===== config.mk =====
export PLATFORM = sky130hd
export DESIGN_NAME = reg_access_arbiter_flat
export DESIGN_NICKNAME = d
export VERILOG_FILES = /design/src/rtl/reg_access_arbiter_pkg.sv /design/src/rtl/reg_access_arbiter_if.sv /design/src/rtl/reg_arb_rr2.sv /design/src/rtl/reg_access_arbiter.sv /design/src/flat_wrapper.sv
export SDC_FILE = /design/constraint.sdc
export NUM_CORES = 1
export LEC_CHECK = 0
export CORE_MARGIN = 3
export CORE_UTILIZATION = 35
export DETAILED_ROUTE_END_ITERATION = 6
export PLACE_DENSITY = 0.82
export SLEW_MARGIN = 40
export SYNTH_ARGS = -nofsm -noshare
export SYNTH_HDL_FRONTEND = slang
export SYNTH_SLANG_ARGS = --single-unit

===== constraint.sdc =====
create_clock -name i_clk -period 3.7 [get_ports i_clk]
set_input_delay 0.74 -clock i_clk [delete_from_list [all_inputs] [get_ports i_clk]]
set_output_delay 0.74 -clock i_clk [all_outputs]
set_load 0.05 [all_outputs]

===== src/rtl/reg_access_arbiter_pkg.sv =====
// Shared types and constants for the two-port register access arbiter.
package reg_access_arbiter_pkg;

   // Transaction sequencer states; the encoding is fixed so it can be probed.
   typedef enum logic [1:0] {
      IDLE   = 2'd0,
      ACCESS = 2'd1,
      RESP   = 2'd2,
      ACK    = 2'd3
   } arb_state_t;

   // Port indices as seen on the owner output.
   localparam logic PORT_I2C    = 1'b0;
   localparam logic PORT_SENSOR = 1'b1;

endpackage


===== src/rtl/reg_access_arbiter_if.sv =====
// Requester-side handshake bundle for both arbiter ports.
// master: the requesters (I2C slave, sensor sampler); slave: the arbiter.
interface reg_access_arbiter_if #(
   parameter int ADDR_W = 8,
   parameter int DATA_W = 8
);
   logic              req0;
   logic              req1;
   logic              we0;
   logic              we1;
   logic [ADDR_W-1:0] addr0;
   logic [ADDR_W-1:0] addr1;
   logic [DATA_W-1:0] wdata0;
   logic [DATA_W-1:0] wdata1;
   logic              ack0;
   logic              ack1;
   logic [DATA_W-1:0] rdata0;
   logic [DATA_W-1:0] rdata1;

   modport master (
      output req0, req1, we0, we1, addr0, addr1, wdata0, wdata1,
      input  ack0, ack1, rdata0, rdata1
   );

   modport slave (
      input  req0, req1, we0, we1, addr0, addr1, wdata0, wdata1,
      output ack0, ack1, rdata0, rdata1
   );
endinterface


===== src/rtl/reg_arb_rr2.sv =====
// Two-requester picker, purely combinational.
// Build option: REG_ARB_FIXED_PRIO_EN makes port 0 win every tie.
module reg_arb_rr2
   import reg_access_arbiter_pkg::*;
(
   input  logic i_req0,
   input  logic i_req1,
   input  logic i_last_grant,
   output logic o_winner
);

`ifdef REG_ARB_FIXED_PRIO_EN
   // Fixed priority ignores grant history; port 1 may starve.
   logic w_unused_last;
   assign w_unused_last = i_last_grant;

   // Port 1 only wins when port 0 is silent.
   always_comb begin
      o_winner = PORT_I2C;
      if (i_req1 && !i_req0) o_winner = PORT_SENSOR;
   end
`else
   // Round-robin: a lone requester wins, a tie goes to the port not granted last.
   always_comb begin
      o_winner = PORT_I2C;
      if (i_req0 && i_req1) o_winner = ~i_last_grant;
      else if (i_req1)      o_winner = PORT_SENSOR;
   end
`endif

endmodule


===== src/rtl/reg_access_arbiter.sv =====
// Arbiter/sequencer sharing one register-file port between the I2C slave
// (port 0) and the sensor sampler (port 1). One full transaction at a time:
// IDLE -> ACCESS (strobe) -> RESP (capture read data) -> ACK (pulse).
// Build option: REG_ARB_FIXED_PRIO_EN (handled inside reg_arb_rr2).
module reg_access_arbiter
   import reg_access_arbiter_pkg::*;
#(
   parameter int ADDR_W = 8,
   parameter int DATA_W = 8
)(
   input  logic                i_clk,
   input  logic                i_rst,
   reg_access_arbiter_if.slave io_req,
   output logic [ADDR_W-1:0]   o_reg_addr,
   output logic [DATA_W-1:0]   o_reg_wdata,
   output logic                o_reg_we,
   input  logic [DATA_W-1:0]   i_reg_rdata,
   output logic                o_busy,
   output logic                o_owner
);

   arb_state_t        r_state;
   arb_state_t        w_state_nxt;
   logic              w_any_req;
   logic              w_winner;
   logic              w_grant;
   logic              r_owner;
   logic              r_last_grant;
   logic              r_we;
   logic [ADDR_W-1:0] r_addr;
   logic [DATA_W-1:0] r_wdata;
   logic [DATA_W-1:0] r_rdata0;
   logic [DATA_W-1:0] r_rdata1;

   assign w_any_req = io_req.req0 | io_req.req1;
   assign w_grant   = (r_state == IDLE) && w_any_req;

   reg_arb_rr2 u_rr2 (
      .i_req0       (io_req.req0),
      .i_req1       (io_req.req1),
      .i_last_grant (r_last_grant),
      .o_winner     (w_winner)
   );

   // State register.
   always_ff @(posedge i_clk) begin
      if (i_rst) r_state <= IDLE;
      else       r_state <= w_state_nxt;
   end

   // Next state: a granted transaction always runs the full fixed sequence.
   always_comb begin
      w_state_nxt = r_state;
      case (r_state)
         IDLE:    if (w_any_req) w_state_nxt = ACCESS;
         ACCESS:  w_state_nxt = RESP;
         RESP:    w_state_nxt = ACK;
         ACK:     w_state_nxt = IDLE;
         default: w_state_nxt = IDLE;
      endcase
   end

   // Capture the winner's request fields at grant so later changes on the
   // requester side cannot disturb the transaction in flight.
   always_ff @(posedge i_clk) begin
      if (i_rst) begin
         r_owner      <= PORT_I2C;
         r_last_grant <= PORT_SENSOR;
         r_we         <= 1'b0;
         r_addr       <= '0;
         r_wdata      <= '0;
      end else if (w_grant) begin
         r_owner      <= w_winner;
         r_last_grant <= w_winner;
         if (w_winner == PORT_SENSOR) begin
            r_we    <= io_req.we1;
            r_addr  <= io_req.addr1;
            r_wdata <= io_req.wdata1;
         end else begin
            r_we    <= io_req.we0;
            r_addr  <= io_req.addr0;
            r_wdata <= io_req.wdata0;
         end
      end
   end

   // Read data returns one cycle after the address, i.e. during RESP; only
   // the owner's register is loaded, and writes leave both untouched.
   always_ff @(posedge i_clk) begin
      if (i_rst) begin
         r_rdata0 <= '0;
         r_rdata1 <= '0;
      end else if (r_state == RESP && !r_we) begin
         if (r_owner == PORT_SENSOR) r_rdata1 <= i_reg_rdata;
         else                        r_rdata0 <= i_reg_rdata;
      end
   end

   // Write strobe is masked by reset so an aborted ACCESS never writes.
   assign o_reg_we    = (r_state == ACCESS) && r_we && !i_rst;
   assign o_reg_addr  = r_addr;
   assign o_reg_wdata = r_wdata;
   assign o_busy      = (r_state != IDLE);
   assign o_owner     = r_owner;

   assign io_req.ack0   = (r_state == ACK) && (r_owner == PORT_I2C);
   assign io_req.ack1   = (r_state == ACK) && (r_owner == PORT_SENSOR);
   assign io_req.rdata0 = r_rdata0;
   assign io_req.rdata1 = r_rdata1;

endmodule


===== src/flat_wrapper.sv =====
// flat-port wrapper written by rule: the top's interface ports become plain ports
module reg_access_arbiter_flat import reg_access_arbiter_pkg::*;
#(
   parameter int ADDR_W = 8,
   parameter int DATA_W = 8
)
  (i_clk, i_rst, o_reg_addr, o_reg_wdata, o_reg_we, i_reg_rdata, o_busy, o_owner, io_req_req0, io_req_req1, io_req_we0, io_req_we1, io_req_addr0, io_req_addr1, io_req_wdata0, io_req_wdata1, io_req_ack0, io_req_ack1, io_req_rdata0, io_req_rdata1);
  reg_access_arbiter_if #(.ADDR_W(ADDR_W), .DATA_W(DATA_W)) io_req_i ();
  input  logic i_clk;
  input  logic i_rst;
  output logic [ADDR_W-1:0] o_reg_addr;
  output logic [DATA_W-1:0] o_reg_wdata;
  output logic o_reg_we;
  input  logic [DATA_W-1:0] i_reg_rdata;
  output logic o_busy;
  output logic o_owner;
  input wire logic [$bits(io_req_i.req0)-1:0] io_req_req0;
  input wire logic [$bits(io_req_i.req1)-1:0] io_req_req1;
  input wire logic [$bits(io_req_i.we0)-1:0] io_req_we0;
  input wire logic [$bits(io_req_i.we1)-1:0] io_req_we1;
  input wire logic [$bits(io_req_i.addr0)-1:0] io_req_addr0;
  input wire logic [$bits(io_req_i.addr1)-1:0] io_req_addr1;
  input wire logic [$bits(io_req_i.wdata0)-1:0] io_req_wdata0;
  input wire logic [$bits(io_req_i.wdata1)-1:0] io_req_wdata1;
  output wire logic [$bits(io_req_i.ack0)-1:0] io_req_ack0;
  output wire logic [$bits(io_req_i.ack1)-1:0] io_req_ack1;
  output wire logic [$bits(io_req_i.rdata0)-1:0] io_req_rdata0;
  output wire logic [$bits(io_req_i.rdata1)-1:0] io_req_rdata1;
  assign io_req_i.req0 = io_req_req0;
  assign io_req_i.req1 = io_req_req1;
  assign io_req_i.we0 = io_req_we0;
  assign io_req_i.we1 = io_req_we1;
  assign io_req_i.addr0 = io_req_addr0;
  assign io_req_i.addr1 = io_req_addr1;
  assign io_req_i.wdata0 = io_req_wdata0;
  assign io_req_i.wdata1 = io_req_wdata1;
  assign io_req_ack0 = io_req_i.ack0;
  assign io_req_ack1 = io_req_i.ack1;
  assign io_req_rdata0 = io_req_i.rdata0;
  assign io_req_rdata1 = io_req_i.rdata1;
  reg_access_arbiter #(.ADDR_W(ADDR_W), .DATA_W(DATA_W)) u_core (.i_clk(i_clk), .i_rst(i_rst), .io_req(io_req_i), .o_reg_addr(o_reg_addr), .o_reg_wdata(o_reg_wdata), .o_reg_we(o_reg_we), .i_reg_rdata(i_reg_rdata), .o_busy(o_busy), .o_owner(o_owner));
endmodule

# --- Yosys cells after proc, flatten, opt, wreduce, memory -nomap -nowiden ---
# Index checks and enable logic that the tools add are counted.
op_classes:
  mul: 0
  bitwise: 3
  n_mux: 7
  eq_ne: 4
  magnitude_cmp: 0
  n_addsub: 0
  n_reduce_logical: 13
  div_mod_pow: 0
  shifts: 0
ops:
  columns: ["op", "n"]
  rows:
  - ["2-to-1 mux 8 bit", 2]
  - ["one-hot mux 2 bit (4 select lines)", 1]
  - ["logical AND 1 bit", 7]
  - ["equality test 2 bit (second input constant)", 2]
  - ["AND reduction 2 bit", 2]
  - ["2-to-1 mux 1 bit", 3]
  - ["equality test 2 x 1 -> 1 bit (second input constant)", 1]
  - ["zero test 1 bit", 2]
  - ["zero test 2 bit", 1]
  - ["2-to-1 mux 2 bit", 1]
  - ["!= test 2 x 1 -> 1 bit (second input constant)", 1]
  - ["NOT 1 bit", 2]
  - ["nonzero test 2 bit", 1]
  - ["bitwise OR 1 bit", 1]
word_totals:
  register_bits: 37
  latchBits: 0
  memories: 0
  romBits: 0
  output_inout_bits: 37
  ram_bits: 0

# --- Depth between registers and ports, before layout ---
# Gate-level depths: netlist (run 1).
depth:
  ltp_word: 3
  ltp_mapped: 8

# --- By module ---
# A second synthesis (run 1) with hierarchy kept.
unflattened:
  cells_unflattened: 177
  area_unflattened_um2: 1584.0
by_module_without_submodules:
  columns: ["module", "area_each_um2", "instances", "seq_area_each_um2", "cells_each"]
  rows:
  - ["reg_access_arbiter", 1572.8, 1, 740.7, 176]
  - ["reg_arb_rr2", 11.3, 1, 0.0, 1]

# --- Worst setup path after synthesis (run 1) ---
# No wires, ideal clock.
synth_path:
  path_kind: "input -> output"
  startpoint: "in i_rst"
  endpoint: "out o_reg_we"
  path_buffers: 2
  cell_stages: 3
  t_required_ns: 2.960
  arrival_ns: 1.762
  slack_ns: 1.198
  path_cell_list: "buf_2 > buf_1 > nor2_1"
synth_between:
  elab_chain_cells: 2
synth_lines:
  columns: ["item", "line", "text"]
  rows:
  - ["start: declaration", "flat_wrapper.sv:10", "input logic i_rst;"]
  - ["zero test 1 bit", "reg_access_arbiter.sv:100", "assign o_reg_we = (r_state == ACCESS) && r_we && !i_rst;"]
  - ["logical AND 1 bit", "reg_access_arbiter.sv:100", null]
  - ["end: declaration", "flat_wrapper.sv:13", "output logic o_reg_we;"]
# No other way between the ends.

# --- Worst setup path after layout (run 1) ---
layout_path:
  startpoint: "reg u_core.r_state[0]"
  endpoint: "out o_busy"
layout_between:
  elab_chain_cells: 1
layout_lines:
  columns: ["item", "line", "text"]
  rows:
  - ["start: declaration", "reg_access_arbiter.sv:22", "arb_state_t r_state;"]
  - ["start signal: assignment", "reg_access_arbiter.sv:48", "else r_state <= w_state_nxt;"]
  - ["nonzero test 2 bit", "reg_access_arbiter.sv:103", "assign o_busy = (r_state != IDLE);"]
  - ["end: declaration", "flat_wrapper.sv:15", "output logic o_busy;"]
# No other way between the ends.

==> metrics.txt, run 1 <==
Critical Path RT=2.96 ns; TritonCTS clock tree=yes; crit path kind=flip-flop to primary output; total gr overflow=0; CTS Buf Count=5; synthesized instance count=180; crit-path max FO=7; worst hold slack=0.497 ns; synth unique cells=28; pin count of the biggest net entering global routing=38; wirelength, routed=4490 um; Port Buffer Count=82; CP top delay family=buffers and inverters; Final WS setup=0.961 ns; vias in the first global route=1313; # diodes=0; post-synth net total=231; Tmin final=2.74 ns; Worst-Margin Slew=0.696 ns; final net count=308; antenna-violating nets left=0; max_cap viols=0; Area after DPL=2510 um2; Post-Layout Cell Count=310; Final Slew Violations=0; period utilization=74.0%; ys flop type=dfxtp_1; Worst setup SP type=flip-flop; VDD IR max=0.359 mV; Max stage delay on crit path=0.82 ns; CTS Hold Bufs=0; Syn Area/Cell=9.44 um2; initial DRC count=76; Die ar.=5730 um2; status=complete, no violations; first-pass GRT wire length=6630 um; Worst Path Arrival=2.00 ns; fmax=365 MHz; Async SR Flop Fraction=0%; HPWL Detailed=3240 um; # IOs=83; cell area power density=723 nW/um2; DP Worst Slack=1.14 ns; CTS clock-pin slew for the worst setup and hold paths=0.07 ns; endpoint type of the worst setup path=primary output; DR vias/cell=4.89; htree depth=2; netlist area before placement=1700 um2; EDFF count, synth=0; number of cell rows=24; clk_skew=0.00280 ns; post-CTS sizing=0; Synth Register Bits=37; Crit path top cell by count=inv_1; sequential area share after synthesis=43.6%; WL per Instance=14.5 um; Area Overhead vs Synth=52.2%; DRC errors left=0; Power, Total=1.87 mW; clock sinks=37; WP buf/inv=3; Placer Congestion=0.741; final hold violation count=0; CP Cell Sequence=inv_1 -> ha_1 -> inv_1 -> clkdlybuf4s50_1; final setup fails=0; Ys Warns=0; ratio of cells with drive above 1 in the final layout=11.2%; Max-Slew Margin vs Limit=53.5%; filler instances=390; clk_lat worst skew=0.28 ns; register area=741 um2; worst min path class=flip-flop to flip-flop; postcts setup bufs=0; DIE HEIGHT=75.7 um; First-pass DRT Iterations=4; Leak Pwr=1.04 nW; Root Buffer=clkbuf_8; Clock Path Buffers=2; die width=75.7 um; multi-input logic area=856 um2; via count=1517; Slowest-stage cell, CP=clkdlybuf4s50_1; RSZ-0062 raised after global routing=false; finished layout cell area=2590 um2; initial antenna violation count=0; core area=4500 um2; Fin Setup TNS=0 ns; Inst Count DP=302; initial core utilization=37.7%; post-layout util=57.4%; Overall Global Routing Usage=15.2%
[power by group]
| part | switching [mW] | internal [mW] |
|---|---|---|
| Sequential | 0.0666 | 0.502 |
| Clock | 0.130 | 0.134 |
| Combinational | 0.660 | 0.378 |
[state kept, by name (all words and copies together), names as in the netlist]
| register | flops |
|---|---|
| u_core.r_we | 1 |
| u_core.io_req.rdata0 | 8 |
| u_core.o_reg_addr | 8 |
| u_core.o_owner | 1 |
| u_core.r_last_grant | 1 |
| u_core.r_state | 2 |
| u_core.io_req.rdata1 | 8 |
| u_core.o_reg_wdata | 8 |
[per-layer routing]
layer,track usage [%],vias to the layer above,part of all wire [%]
met5,0,-,0
met4,5.44,0,1.2
met3,4.49,4,6.6
met2,23.1,55,49
met1,20.4,694,43
li1,-,764,-
[cell usage in the layout (no fill, tap or decap), drive strengths merged]
cell type,instances
o21ai,1
buf,3
nand2,18
nor3b,1
and2,1
a31oi,1
inv,3
o21a,1
a21boi,1
a21oi,18
nor2,38
ha,5
a22oi,1
a21bo,1
or3b,1
nand3b,1
or2,1
clkbuf,8
a211oi,18
nor2b,1
mux2i,17
dfxtp,37
clkdlybuf4s50,81
[cell type report]
class,instances,area share (%)
multi-input combinational,126,33.1
clock buffer,8,3.10
timing repair buffer,84,32.2
tap,52,2.52
sequential,37,28.6
inverter,3,0.435
[cell families after synthesis]
logic type | count (synthesis) | share of synthesized area, %
mux | 17 | 10.0
buf+inv | 17 | 6.48
compound gates | 42 | 21.4
simple gates | 62 | 14.9
fa+ha+maj | 5 | 3.68
flops | 37 | 43.6
[cell usage after synthesis (all sizes together) (2+ instances only)]
master  count  area, um2
a211oi     18        180
a21oi      18        124
buf        12       91.3
clkbuf      2       7.51
dfxtp      37        741
ha          5       62.6
inv         3       11.3
mux2i      17        170
nand2      18       67.6
nor2       38        143
[worst min-delay path: cells and delay by family, from the launching register on]
family,cells,cell delay [ns]
DFF,1,0.33
and+or+nand+nor,1,0.07
muxes,1,0.06
[worst paths after layout]
kind	start	end	slack, ns	depth (start not counted)
max	u_core.r_state[0]	o_busy	0.96	4
min	u_core.io_req.rdata0[0]	u_core.io_req.rdata0[0]	0.50	2
max reg2reg	u_core.r_state[0]	u_core.o_reg_wdata[2]	1.88	5
min reg2reg	u_core.io_req.rdata0[0]	u_core.io_req.rdata0[0]	0.50	2
(Power assumes the default switching activity.)
==> inputs of run 2 (changes only) <==
PLACE_DENSITY = 0.85   (was 0.82)
clock period = 2.5 ns   (was 3.7 ns; I/O delays follow)
==> run 2 against run 1 <==
- hold slack about the same
- critical endpoint is now io_req_ack0
- first-iteration DRC count decreased by 45%
- highest routed layer unchanged
- register-to-register slack lost 0.94 ns
- combinational power grew 49%
- final cell count increased by 0.97%
- core utilization rose by 1.1 points
==> metrics.txt, run 2 (synthesis results as in run 1) <==
Final WS setup=0.196 ns; Placer Congestion=0.690; HPWL Detailed=3240 um; DRC errors left=0; DIE HEIGHT=75.7 um; clk_skew=0.00406 ns; Worst Path Arrival=1.80 ns; DR vias/cell=4.82; CTS Buf Count=5; total gr overflow=0; Root Buffer=clkbuf_8; final hold violation count=0; Die ar.=5730 um2; cell area power density=1090 nW/um2; Overall Global Routing Usage=15.6%; via count=1509; htree depth=2; Fin Setup TNS=0 ns; Port Buffer Count=82; worst min path class=flip-flop to flip-flop; Worst setup SP type=flip-flop; final setup fails=0; die width=75.7 um; initial antenna violation count=0; Max-Slew Margin vs Limit=63.4%; DP Worst Slack=0.378 ns; worst hold slack=0.497 ns; clock sinks=37; final net count=312; core area=4500 um2; postcts setup bufs=0; vias in the first global route=1470; Final Slew Violations=0; TritonCTS clock tree=yes; First-pass DRT Iterations=4; Tmin final=2.30 ns; CTS clock-pin slew for the worst setup and hold paths=0.07 ns; ratio of cells with drive above 1 in the final layout=13.4%; commonest cells after routing, fill and taps aside=clkdlybuf4s50_1, nor2_1, dfxtp_1, nand2_1, mux2i_1; WL per Instance=14.2 um; crit-path max FO=4; crit path kind=flip-flop to primary output; # diodes=0; antenna-violating nets left=0; number of cell rows=24; period utilization=92.2%; wirelength, routed=4430 um; Leak Pwr=1.08 nW; status=complete, no violations; VDD IR max=0.940 mV; initial core utilization=37.7%; endpoint type of the worst setup path=primary output; first-pass GRT wire length=6780 um; fmax=434 MHz; initial DRC count=42; # IOs=83; Clock Path Buffers=2; commonest non-fill, non-tap cell in the layout=clkdlybuf4s50_1; Critical Path RT=2.00 ns; max_cap viols=0; clk_lat worst skew=0.28 ns; RSZ-0062 raised after global routing=false; Worst-Margin Slew=0.547 ns; pin count of the biggest net entering global routing=38; Area Overhead vs Synth=55.1%
run 2: cell count changes in the layout (fill, tap and decap cells not counted):
cell,before,now
buf_4,3,7
clkbuf_1,3,0
bufinv_16,0,1
clkdlybuf4s50_1,81,80
clkinv_2,0,1
dlymetal6s2s_1,0,1
o21ai_2,0,1
o21ai_4,1,0
run 2: routing by layer:
metal	GRT usage [%]	up-vias	routed length [um]
met5	0	-	0
met4	4.66	0	52
met3	3.83	4	225
met2	28.0	43	2240
met1	18.4	692	1920
li1	-	770	-
run 2: critical path: stages (launching register included):
cell and delay (ns):
dfxtp_1 0.39, ha_1 0.18, nor2b_1 0.13, clkdlybuf4s50_1 0.82
run 2: metrics by stage:
stage / cell area [um2] / power, mW / instances / utilization [%]
after floorplan: 1700 / 1.95 / 180 / -
after global placement: 2530 / 2.38 / 306 / 56.1
after detailed placement: 2530 / 2.41 / 306 / 56.1
after CTS: 2630 / 2.91 / 313 / 58.4
after global routing: 2640 / 3.04 / 313 / 58.5
final: 2640 / 2.87 / 313 / 58.5
run 2: what timing repair did:
action	CTS	global route
hold endpoints to repair	0	0
setup endpoints to repair	0	1
resized for setup	0	1
hold buffers	0	0
run 2: cell type report:
cell class                 instances  area (um2)
timing repair buffer              88         866
fill                             392        1870
clock buffer                       5        68.8
tap                               52        65.1
sequential                        37         741
inverter                           3        11.3
clock inverter                     2        35.0
multi-input combinational        126         848
run 2: report_power, final:
| part | internal [mW] | switching (mW) |
|---|---|---|
| sequential | 0.743 | 0.0945 |
| combinational | 0.576 | 0.970 |
| clock | 0.290 | 0.199 |
run 2: worst paths after layout:
path | from | endpoint | slack, ns | cells past startpoint
worst max-delay path | u_core.r_state[1] | io_req_ack0 | 0.20 | 3
worst min register to register | u_core.io_req.rdata0[6] | u_core.io_req.rdata0[6] | 0.50 | 2
worst max register to register | u_core.r_state[0] | u_core.io_req.rdata1[0] | 0.94 | 5
worst min-delay path | u_core.io_req.rdata0[6] | u_core.io_req.rdata0[6] | 0.50 | 2
==> inputs of run 3 (changes only) <==
CAP_MARGIN = 25   (was default)
CELL_PAD_IN_SITES_DETAIL_PLACEMENT = 0   (was default)
CELL_PAD_IN_SITES_GLOBAL_PLACEMENT = 1   (was default)
CORE_UTILIZATION = 26   (was 35)
PLACE_DENSITY = 0.87   (was 0.85)
clock period = 1.9 ns   (was 2.5 ns; I/O delays follow)
==> run 3 against run 2 <==
- core utilization is 14 points lower
- via count is 1.7% higher
- register-to-register slack worse by 0.56 ns
- global-route usage is 3.5 points lower
- final cell count is 8.9% higher
- largest cell class unchanged
==> metrics.txt, run 3 (synthesis results as in run 1) <==
HPWL Detailed=3420 um; sw power=1.71 mW; Slowest-stage cell, CP=clkdlybuf4s50_1; period utilization=95.8%; CP Cell Sequence=clkdlybuf4s50_1; switch share=44.1%; crit path kind=flip-flop to primary output; finished layout cell area=2740 um2; initial antenna violation count=0; number of cell rows=28; Critical Path RT=1.52 ns; Clock Power Share=15.6%; CTS Hold Bufs=0; DR vias/cell=4.50; final hold violation count=0; Overall Global Routing Usage=12.1%; cell area power density=1410 nW/um2; post-CTS sizing=0; DIE HEIGHT=86.8 um; Placer Congestion=0.728; Inst Count DP=333; vias in the first global route=1511; fmax=549 MHz; Port Buffer Count=82; Max-Slew Margin vs Limit=64.5%; CP top delay family=buffers and inverters; htree depth=2; VDD IR max=1.02 mV; Max stage delay on crit path=0.83 ns; Root Buffer=clkbuf_8; Final Slew Violations=0; initial core utilization=27.7%; postcts setup bufs=0; RSZ-0062 raised after global routing=false; via count=1534; Area Overhead vs Synth=61.3%; clk_lat worst skew=0.29 ns; crit-path max FO=2; core area=6130 um2; Fin Setup TNS=0 ns; cell-internal power=2.16 mW; wirelength, routed=4600 um; Leak Pwr=1.12 nW; WL per Instance=13.5 um; antenna-violating nets left=0; initial DRC count=39; Sequential Power Share=28.6%; first-pass GRT wire length=7240 um; multi-input logic area=853 um2; filler instances=593; TritonCTS clock tree=yes; status=complete, no violations; Clock Path Buffers=2; # IOs=83; pin count of the biggest net entering global routing=27; commonest cells after routing, fill and taps aside=clkdlybuf4s50_1, nor2_1, dfxtp_1, nand2_1, mux2i_1; Worst setup SP type=flip-flop; # diodes=0; Power, Total=3.87 mW; Area after DPL=2640 um2; worst min path class=input pin to flip-flop; CTS Buf Count=5; clock sinks=37; total gr overflow=0; commonest non-fill, non-tap cell in the layout=clkdlybuf4s50_1; Tmin final=1.82 ns; Worst Path Arrival=1.44 ns; ratio of cells with drive above 1 in the final layout=17.3%; post-layout util=44.7%; max_cap viols=0; die width=86.8 um; register area=741 um2; Post-Layout Cell Count=341; clk_skew=0.00965 ns; final setup fails=0; Worst-Margin Slew=0.531 ns; First-pass DRT Iterations=4; Comb power frac=55.8%; Die ar.=7540 um2; endpoint type of the worst setup path=primary output; CTS clock-pin slew for the worst setup and hold paths=0.08 ns; WP buf/inv=1; final net count=316; DRC errors left=0
## run 3: final cells by class
cell class / instances / area share [%]
multi-input combinational: 126 / 31.1
tap: 75 / 3.42
clock inverter: 1 / 0.183
sequential: 37 / 27.0
timing repair buffer: 92 / 34.3
clock buffer: 7 / 3.51
inverter: 3 / 0.411
## run 3: worst paths after layout
kind / end / start / cells after the start / slack (ns)
min: u_core.o_reg_addr[7] / i_rst / 2 / 0.47
max reg2reg: u_core.r_state[1] / u_core.r_state[0] / 5 / 0.38
max: o_reg_addr[4] / u_core.o_reg_addr[4] / 1 / 0.08
min reg2reg: u_core.io_req.rdata1[6] / u_core.io_req.rdata1[6] / 2 / 0.49
## run 3: power groups by stage
stage	Combinational (mW)	Sequential, mW	Clock (mW)
floorplan	0.887	1.68	0
CTS	2.19	1.11	0.635
global route	2.32	1.13	0.660
finish	2.16	1.11	0.606
global placement	2.16	1.12	0
detailed placement	2.18	1.12	0
## run 3: per-layer routing
layer / routed length, um / vias to the layer above / global-route usage (%)
met5: 0 / - / 0
met3: 289 / 4 / 2.85
met2: 2170 / 45 / 18.6
met1: 2090 / 703 / 16.6
li1: - / 782 / -
met4: 55 / 0 / 3.97
## run 3: stage by stage
step	hold WS (ns)	setup slack, ns
after floorplan	0.511	0.118
after global placement	0.475	0.130
after detailed placement	0.486	0.0925
after CTS	0.454	0.0578
after global routing	0.464	0.0218
final	0.468	0.0793
## run 3: worst register-to-register path, delay by kind of cell, from the launching register on
family        cells  cell delay, ns
simple gates      2            0.49
flops             1            0.35
fa+ha+maj         1            0.31
mux               1            0.16
buf+inv           1            0.11
